File: src/rtl/as_gpio_ctrl.sv
// as_gpio_ctrl: memory-mapped GPIO with per-pin direction, synchronised inputs and
// an edge/level interrupt unit with write-1-to-clear status and one combined irq.
module as_gpio_ctrl #(
  parameter int NR_GPIOS    = 8,
  parameter int DATA_WIDTH  = 64,
  parameter int ADDR_WIDTH  = 4,
  parameter int SYNC_STAGES = 2,
  parameter int ID_VALUE    = 1
) (
  input  logic                  clk_i,
  input  logic                  rst_ni,
  // Handshake: sel_i is a one-cycle request with no back-pressure; every request is
  // answered by ack_o exactly one cycle later, and rdata_o is valid only while ack_o = 1.
  input  logic                  sel_i,
  input  logic                  we_i,
  input  logic [ADDR_WIDTH-1:0] addr_i,
  input  logic [DATA_WIDTH-1:0] wdata_i,
  output logic [DATA_WIDTH-1:0] rdata_o,
  output logic                  ack_o,
  input  logic [NR_GPIOS-1:0]   gpio_i,
  output logic [NR_GPIOS-1:0]   gpio_o,
  output logic [NR_GPIOS-1:0]   gpio_oe_o,
  output logic                  irq_o
);

  localparam logic [ADDR_WIDTH-1:0] IDX_ID    = ADDR_WIDTH'(0);
  localparam logic [ADDR_WIDTH-1:0] IDX_DIR   = ADDR_WIDTH'(1);
  localparam logic [ADDR_WIDTH-1:0] IDX_DOUT  = ADDR_WIDTH'(2);
  localparam logic [ADDR_WIDTH-1:0] IDX_DIN   = ADDR_WIDTH'(3);
  localparam logic [ADDR_WIDTH-1:0] IDX_SENSE = ADDR_WIDTH'(4);
  localparam logic [ADDR_WIDTH-1:0] IDX_EVENT = ADDR_WIDTH'(5);
  localparam logic [ADDR_WIDTH-1:0] IDX_BOTH  = ADDR_WIDTH'(6);
  localparam logic [ADDR_WIDTH-1:0] IDX_IMSC  = ADDR_WIDTH'(7);
  localparam logic [ADDR_WIDTH-1:0] IDX_RIS   = ADDR_WIDTH'(8);
  localparam logic [ADDR_WIDTH-1:0] IDX_MIS   = ADDR_WIDTH'(9);
  localparam logic [ADDR_WIDTH-1:0] IDX_ICR   = ADDR_WIDTH'(10);

  logic [NR_GPIOS-1:0] dir_q, dout_q, sense_q, event_q, both_q, imsc_q;
  logic [NR_GPIOS-1:0] sync_q [SYNC_STAGES];
  logic [NR_GPIOS-1:0] prev_q, sticky_q;
  logic [NR_GPIOS-1:0] din, rise, fall, edge_hit, level_hit, ris, mis, icr_clr;
  logic [NR_GPIOS-1:0] wdata_pins, rd_pins;
  logic [DATA_WIDTH-1:0] rd_word, rdata_q;
  logic                wr_en, id_hit, ack_q, irq_q;
  logic                unused_wdata;

  assign wr_en        = sel_i & we_i;
  assign wdata_pins   = wdata_i[NR_GPIOS-1:0];
  assign unused_wdata = ^(wdata_i >> NR_GPIOS);

  // Configuration and output registers; RO and unmapped indices ignore writes.
  always_ff @(posedge clk_i or negedge rst_ni) begin
    if (!rst_ni) begin
      dir_q   <= '0;
      dout_q  <= '0;
      sense_q <= '0;
      event_q <= '0;
      both_q  <= '0;
      imsc_q  <= '0;
    end else if (wr_en) begin
      case (addr_i)
        IDX_DIR:   dir_q   <= wdata_pins;
        IDX_DOUT:  dout_q  <= wdata_pins;
        IDX_SENSE: sense_q <= wdata_pins;
        IDX_EVENT: event_q <= wdata_pins;
        IDX_BOTH:  both_q  <= wdata_pins;
        IDX_IMSC:  imsc_q  <= wdata_pins;
        default: ;
      endcase
    end
  end

  always_ff @(posedge clk_i or negedge rst_ni) begin
    if (!rst_ni) begin
      for (int i = 0; i < SYNC_STAGES; i++) sync_q[i] <= '0;
      prev_q <= '0;
    end else begin
      sync_q[0] <= gpio_i;
      for (int i = 1; i < SYNC_STAGES; i++) sync_q[i] <= sync_q[i-1];
      prev_q <= sync_q[SYNC_STAGES-1];
    end
  end

  assign din  = sync_q[SYNC_STAGES-1];
  assign rise = din & ~prev_q;
  assign fall = ~din & prev_q;

  // BOTH overrides EVENT for edge pins; level pins never touch the sticky bit.
  assign edge_hit  = ~sense_q & ((both_q & (rise | fall)) |
                                 (~both_q & ((event_q & rise) | (~event_q & fall))));
  assign level_hit = (event_q & din) | (~event_q & ~din);
  assign icr_clr   = (wr_en && addr_i == IDX_ICR) ? wdata_pins : '0;

  // A set in the same cycle as a clear wins, so no edge is ever lost to a racing ICR write.
  always_ff @(posedge clk_i or negedge rst_ni) begin
    if (!rst_ni) sticky_q <= '0;
    else         sticky_q <= (sticky_q & ~icr_clr) | edge_hit;
  end

  assign ris = (sense_q & level_hit) | (~sense_q & sticky_q);
  assign mis = ris & imsc_q;

  always_ff @(posedge clk_i or negedge rst_ni) begin
    if (!rst_ni) irq_q <= 1'b0;
    else         irq_q <= |mis;
  end

  always_comb begin
    rd_pins = '0;
    id_hit  = 1'b0;
    case (addr_i)
      IDX_ID:    id_hit  = 1'b1;
      IDX_DIR:   rd_pins = dir_q;
      IDX_DOUT:  rd_pins = dout_q;
      IDX_DIN:   rd_pins = din;
      IDX_SENSE: rd_pins = sense_q;
      IDX_EVENT: rd_pins = event_q;
      IDX_BOTH:  rd_pins = both_q;
      IDX_IMSC:  rd_pins = imsc_q;
      IDX_RIS:   rd_pins = ris;
      IDX_MIS:   rd_pins = mis;
      default: ;
    endcase
  end

  assign rd_word = id_hit ? DATA_WIDTH'(ID_VALUE) : DATA_WIDTH'(rd_pins);

  always_ff @(posedge clk_i or negedge rst_ni) begin
    if (!rst_ni) begin
      ack_q   <= 1'b0;
      rdata_q <= '0;
    end else begin
      ack_q   <= sel_i;
      rdata_q <= (sel_i && !we_i) ? rd_word : '0;
    end
  end

  assign ack_o     = ack_q;
  assign rdata_o   = rdata_q;
  assign irq_o     = irq_q;
  assign gpio_o    = dout_q;
  assign gpio_oe_o = dir_q;

endmodule

File: config.mk
export PLATFORM = sky130hd
export DESIGN_NAME = as_gpio_ctrl
export DESIGN_NICKNAME = d
export VERILOG_FILES = /design/src/rtl/as_gpio_ctrl.sv
export SDC_FILE = /design/constraint.sdc
export NUM_CORES = 1
export LEC_CHECK = 0
export BUFFER_PORTS_ARGS = -buffer_cell sky130_fd_sc_hd__buf_4
export CELL_PAD_IN_SITES_DETAIL_PLACEMENT = 0
export CELL_PAD_IN_SITES_GLOBAL_PLACEMENT = 1
export CORE_MARGIN = 2
export CORE_UTILIZATION = 42
export CTS_CLUSTER_SIZE = 25
export DETAILED_ROUTE_END_ITERATION = 10
export PLACE_DENSITY_LB_ADDON = 0.1
export SETUP_SLACK_MARGIN = 0.05
export SYNTH_ARGS = -nofsm -noshare
export SYNTH_HDL_FRONTEND = slang
export SYNTH_SLANG_ARGS = --single-unit
File: constraint.sdc
create_clock -name clk_i -period 4.2 [get_ports clk_i]
set_clock_uncertainty 0.15 [all_clocks]
set_input_delay 0.21 -clock clk_i [delete_from_list [all_inputs] [get_ports clk_i]]
set_output_delay 0.21 -clock clk_i [all_outputs]
set_load 0.01 [all_outputs]
## After elaboration in Yosys (flattened, before gate mapping)

Index checks and enable logic that the tools add are counted.

- Flip-flop bits (word level): 90
- Input bits: 80
- Output and inout port bits: 82
- Logic and storage cells: 65

- Bitwise gates (word level): 26
- Eq/ne operators: 10
- Reduce and logical (&&, ||, !) cells: 11
- Muxes and demuxes: 5

Operators with widths:

| kind | count |
|---|---|
| 8-bit bitwise AND | 13 |
| 8-bit one-hot mux with 9 select lines | 1 |
| 8-bit inverter | 6 |
| 8-bit bitwise OR | 6 |
| 8-bit two-way mux | 3 |
| 4-bit by 3-bit equality test with 1-bit output (second input constant) | 4 |
| 4-bit equality test (second input constant) | 3 |
| 2-bit AND reduction | 6 |
| 4-bit by 2-bit equality test with 1-bit output (second input constant) | 2 |
| 8-bit OR reduction | 1 |
| 4-bit by 1-bit equality test with 1-bit output (second input constant) | 1 |
| 4-bit zero test | 1 |
| 1-bit logical AND | 2 |
| 1-bit bitwise AND | 1 |
| 1-bit zero test | 1 |
| 1-bit two-way mux | 1 |

## Longest topological paths before layout

- Depth after elaboration: 9
- Gate-level depth with buffers: 7
- Gate-level depth less buffers: 5

## Worst setup path before layout

Ideal clock, no wire load.

- Path type: input -> register
- From: in addr_i[0]
- To: reg sense_q[2]
- Slack: 2.572 ns
- Stages on the path: 5
- Required time: 3.925 ns
- Library setup time: 0.125 ns
- Path buffers: 2
- Arrival: 1.353 ns
- Cell sequence: clkbuf_8 -> nor4b_4 -> and3_1 -> buf_4 -> mux2_2

- Word-level cells in the longest chain between the ends: 2

RTL lines:

| item | line | text |
|---|---|---|
| start: declaration | 16 | `input logic [ADDR_WIDTH-1:0] addr_i,` |
| 4-bit by 3-bit equality test with 1-bit output | 61 | `case (addr_i)` |
| 2-bit AND reduction (no line) | n/a |  |
| end signal: assignment | 64 | `IDX_SENSE: sense_q <= wdata_pins;` |
| end: declaration | 38 | `logic [NR_GPIOS-1:0] dir_q, dout_q, sense_q, event_q, both_q, imsc_q;` |

Every way passes these cells.
A chain may end at the register's enable or synchronous reset.

## Final worst setup path

- From: in addr_i[0]
- To: reg dir_q[7], in the netlist gpio_oe_o[7]

- Word-level cells in the longest chain between the ends: 2

RTL lines:

| item | line | text |
|---|---|---|
| 4-bit by 1-bit equality test with 1-bit output | 61 |  |
| 2-bit AND reduction (no line) | n/a |  |
| end signal: assignment | 62 | `IDX_DIR: dir_q <= wdata_pins;` |
| end: declaration | 38 |  |

Every way passes these cells.

==> impl_metrics.yaml <==
global_routing:
  globalRouteTotalUtil: 0.182
  grt_max_degree: 58
  grt_pass1_wl_um: 17300
  grt.overflow.total: 0
  antenna_found_initial: 0
  grt_pass1_vias: 3141
route:
  post_drt_wl_per_cell_um: 17.1
  drcViolationCount: 0
  viasPerCell: 5.10
  drt_iter0_markers: 198
  drt_pre_antenna_iters: 4
  vias: 3291
  final_antenna_net_count: 0
  finalWirelength_um: 11000
pwr:
  p_leak_uw: 0.00263
  power.density_nw_per_um2: 426
  ir_drop_v: 0.000238
finish:
  layout-drive-gt1-share: 0.249
  final_nets: 593
  num_antenna_cells: 0
  final_cell_count_no_fill: 645
  syn2layout_area_growth_pct: 14.8
  fillers: 1059
worst_hold_path:
  min_path_type: "primary input to flop"
synthesis:
  yosysUniqueCellTypes: 63
  synth_area_leaders: "dfrtp_1 (46%), mux2_2 (9.9%), buf_4 (9.1%)"
  yosys.area.top_type: "dfrtp_1"
  ys_warn_count: 0
  seq_area_frac_synth: 0.461
  synth.avg_cell_area_um2: 11.3
  synth_enable_flop_cells: 0
  synth_top_area_frac: 0.461
  netlist_instances: 434
  ys_ff_latch: 90
  async_flop_share: 1.00
  syn_area_um2: 4890
  synthFlopType: "dfrtp_1"
setup_path:
  critPathMaxStageDelay_ns: 0.84
  cp-start-kind: "primary input"
  crit_path_max_fanout: 21
  arrival_ns: 2.24
  crit_buf_inv: 1
  end_kind: "flop"
  worst_ep_required_time_ns: 4.23
  cp_top_family: "simple AND/OR/NAND/NOR gates"
  critPathSlowestCell: "nand4_1"
  path_cells: "buf_4 -> and2b_1 -> nand4_1 -> nand2_1 -> o21ai_0"
  worstSetupPathType: "primary input to flop"
clocking:
  path_clk_slew_ns: 0.06
  postCtsSetupRepairBufs: 0
  cts_tree: "yes"
  numCtsBuffers: 9
  clock_sinks: 90
  root_buffer: "clkbuf_16"
  cts_buffer_depth: 2
  htree_levels: 3
  clk_latency_ns: 0.34
sta:
  setup_violations: 0
  rsz0062_at_grt: "no"
  setup-tns-final_ns: 0
  relSlewSlack: 0.372
  fmax_ghz: 0.453
  tightest_slew_ns: 0.939
  fin_crit_sh: 0.526
  slew_viol_final: 0
  min_period_ns: 2.21
  hold_violations: 0
floorplan:
  core_area_um2: 11400
  die_w_um: 112
  pin_count: 162
  row_count: 39
  dieArea_um2: 12500
  fp.dieH_um: 112
  initial_core_util: 0.430
place:
  port_buffers: 49
  gp_congestion: 0.778
  dp_hpwl_um: 7490
  dpl.cell_count: 611
run:
  drv_cap: 0
status:
  status: "finished, final reports clean"
## cells by family after synthesis
logic type | count (synthesis) | share of synthesized area
adder cells (fa/ha/maj) | 16 | 0.0410
XOR/XNOR | 8 | 0.0143
multiplexers | 61 | 0.142
flip-flops | 90 | 0.461
AND/OR/NAND/NOR | 71 | 0.0901
other | 1 | 0.000768
AO/OA/AOI/OAI | 86 | 0.114
buffers and inverters | 101 | 0.137
## Yosys cell counts, drive strengths merged, types with 3 or more instances
cell type	count
dfrtp	90
buf	66
mux2	46
o21ai	41
inv	30
nand2	30
ha	16
mux2i	13
a21oi	9
nor2	8
xnor2	8
nor2b	6
a22oi	5
clkbuf	5
nor3	4
o31a	4
a32oi	3
nand3	3
nand4	3
o31ai	3
or2b	3
## final cells by class
type                    count  area [um2]  share of cell area
inverters                  30         113              0.0201
flip-flops and latches     90        2250               0.402
clock buffers              12         267              0.0475
multi-input cells         298        2170               0.387
repair buffers             68         556              0.0991
well taps                 143         179              0.0319
clock inverters             4        72.6              0.0129
## what timing repair did
action / CTS / global route
gates resized for setup: 0 / 0
hold buffers: 18 / 0
endpoints found under the setup margin: 0 / 0
endpoints found under the hold margin: 93 / 0
## worst reg2reg max path: stages, from the launching register on
cell     delay (ns)
dfrtp_1        0.43
mux2_1         0.29
and3_1         0.18
a221o_1        0.25
o31a_1         0.25
## power by group
part / internal, uW / switching (uW) / leakage (uW) / total (uW)
Clock: 569 / 328 / 0.000165 / 897
Combinational: 212 / 200 / 0.00138 / 412
Sequential: 973 / 106 / 0.00109 / 1080
Total: 1750 / 634 / 0.00263 / 2390
## sequential cells by signal, indices dropped and copies added, names as in the netlist
signal / flops
rdata_o: 8
prev_q: 8
sync_q: 8
sticky_q: 8
gpio_oe_o: 8
imsc_q: 8
event_q: 8
din: 8
both_q: 8
ack_o: 1
irq_o: 1
sense_q: 8
gpio_o: 8
## cells in the final DEF (no fill, tap or decap), types with 4 or more instances in the layout
master          n
dfrtp_1        90
buf_4          50
dlygate4sd3_1  18
xnor2_1         8
nand2_1        30
o21ai_0        40
nor2b_1         5
ha_1           16
inv_1          30
clkbuf_16       9
mux2_2         43
nor2_1          7
mux2i_1        13
o31a_1          4
conb_1         56
a22oi_1         5
a21oi_1         9
## metal layers
metal  part of all wire  global-route usage  up-vias
met3              0.058              0.0365        9
met4              0.012              0.0510        0
met2               0.48               0.294      107
met5                  0                   0        -
met1               0.45               0.249     1636
li1                   -                   -     1539
## path summary, 6_finish.rpt
kind | from | endpoint | slack [ns] | cells after the start
setup / recovery | addr_i[0] | gpio_oe_o[7] | 1.99 | 5
min in group asynchronous | rst_ni | event_q[6] | 0.32 | 2
max in group asynchronous | rst_ni | sticky_q[4] | 2.63 | 3
hold / removal | we_i | rdata_o[0] | 0.09 | 3
hold reg to reg | sync_q[8] | din[0] | 0.20 | 0
setup reg to reg | event_q[7] | rdata_o[7] | 2.52 | 4
## per-stage QoR
step / cell area [um2] / worst slack, ns / total power [uW] / util / hold slack (ns)
2_1_floorplan: 5090 / 2.57 / 1370 / - / -0.236
3_3_place_gp: 5090 / 1.80 / 1490 / 0.448 / 0.169
3_5_place_dp: 5090 / 1.71 / 1500 / 0.448 / 0.171
4_1_cts: 5610 / 2.03 / 2420 / 0.493 / 0.0799
5_1_grt: 5610 / 1.91 / 2510 / 0.493 / 0.100
6_report: 5610 / 1.99 / 2390 / 0.493 / 0.0935
Note: power is estimated with default switching activity, not from simulation.
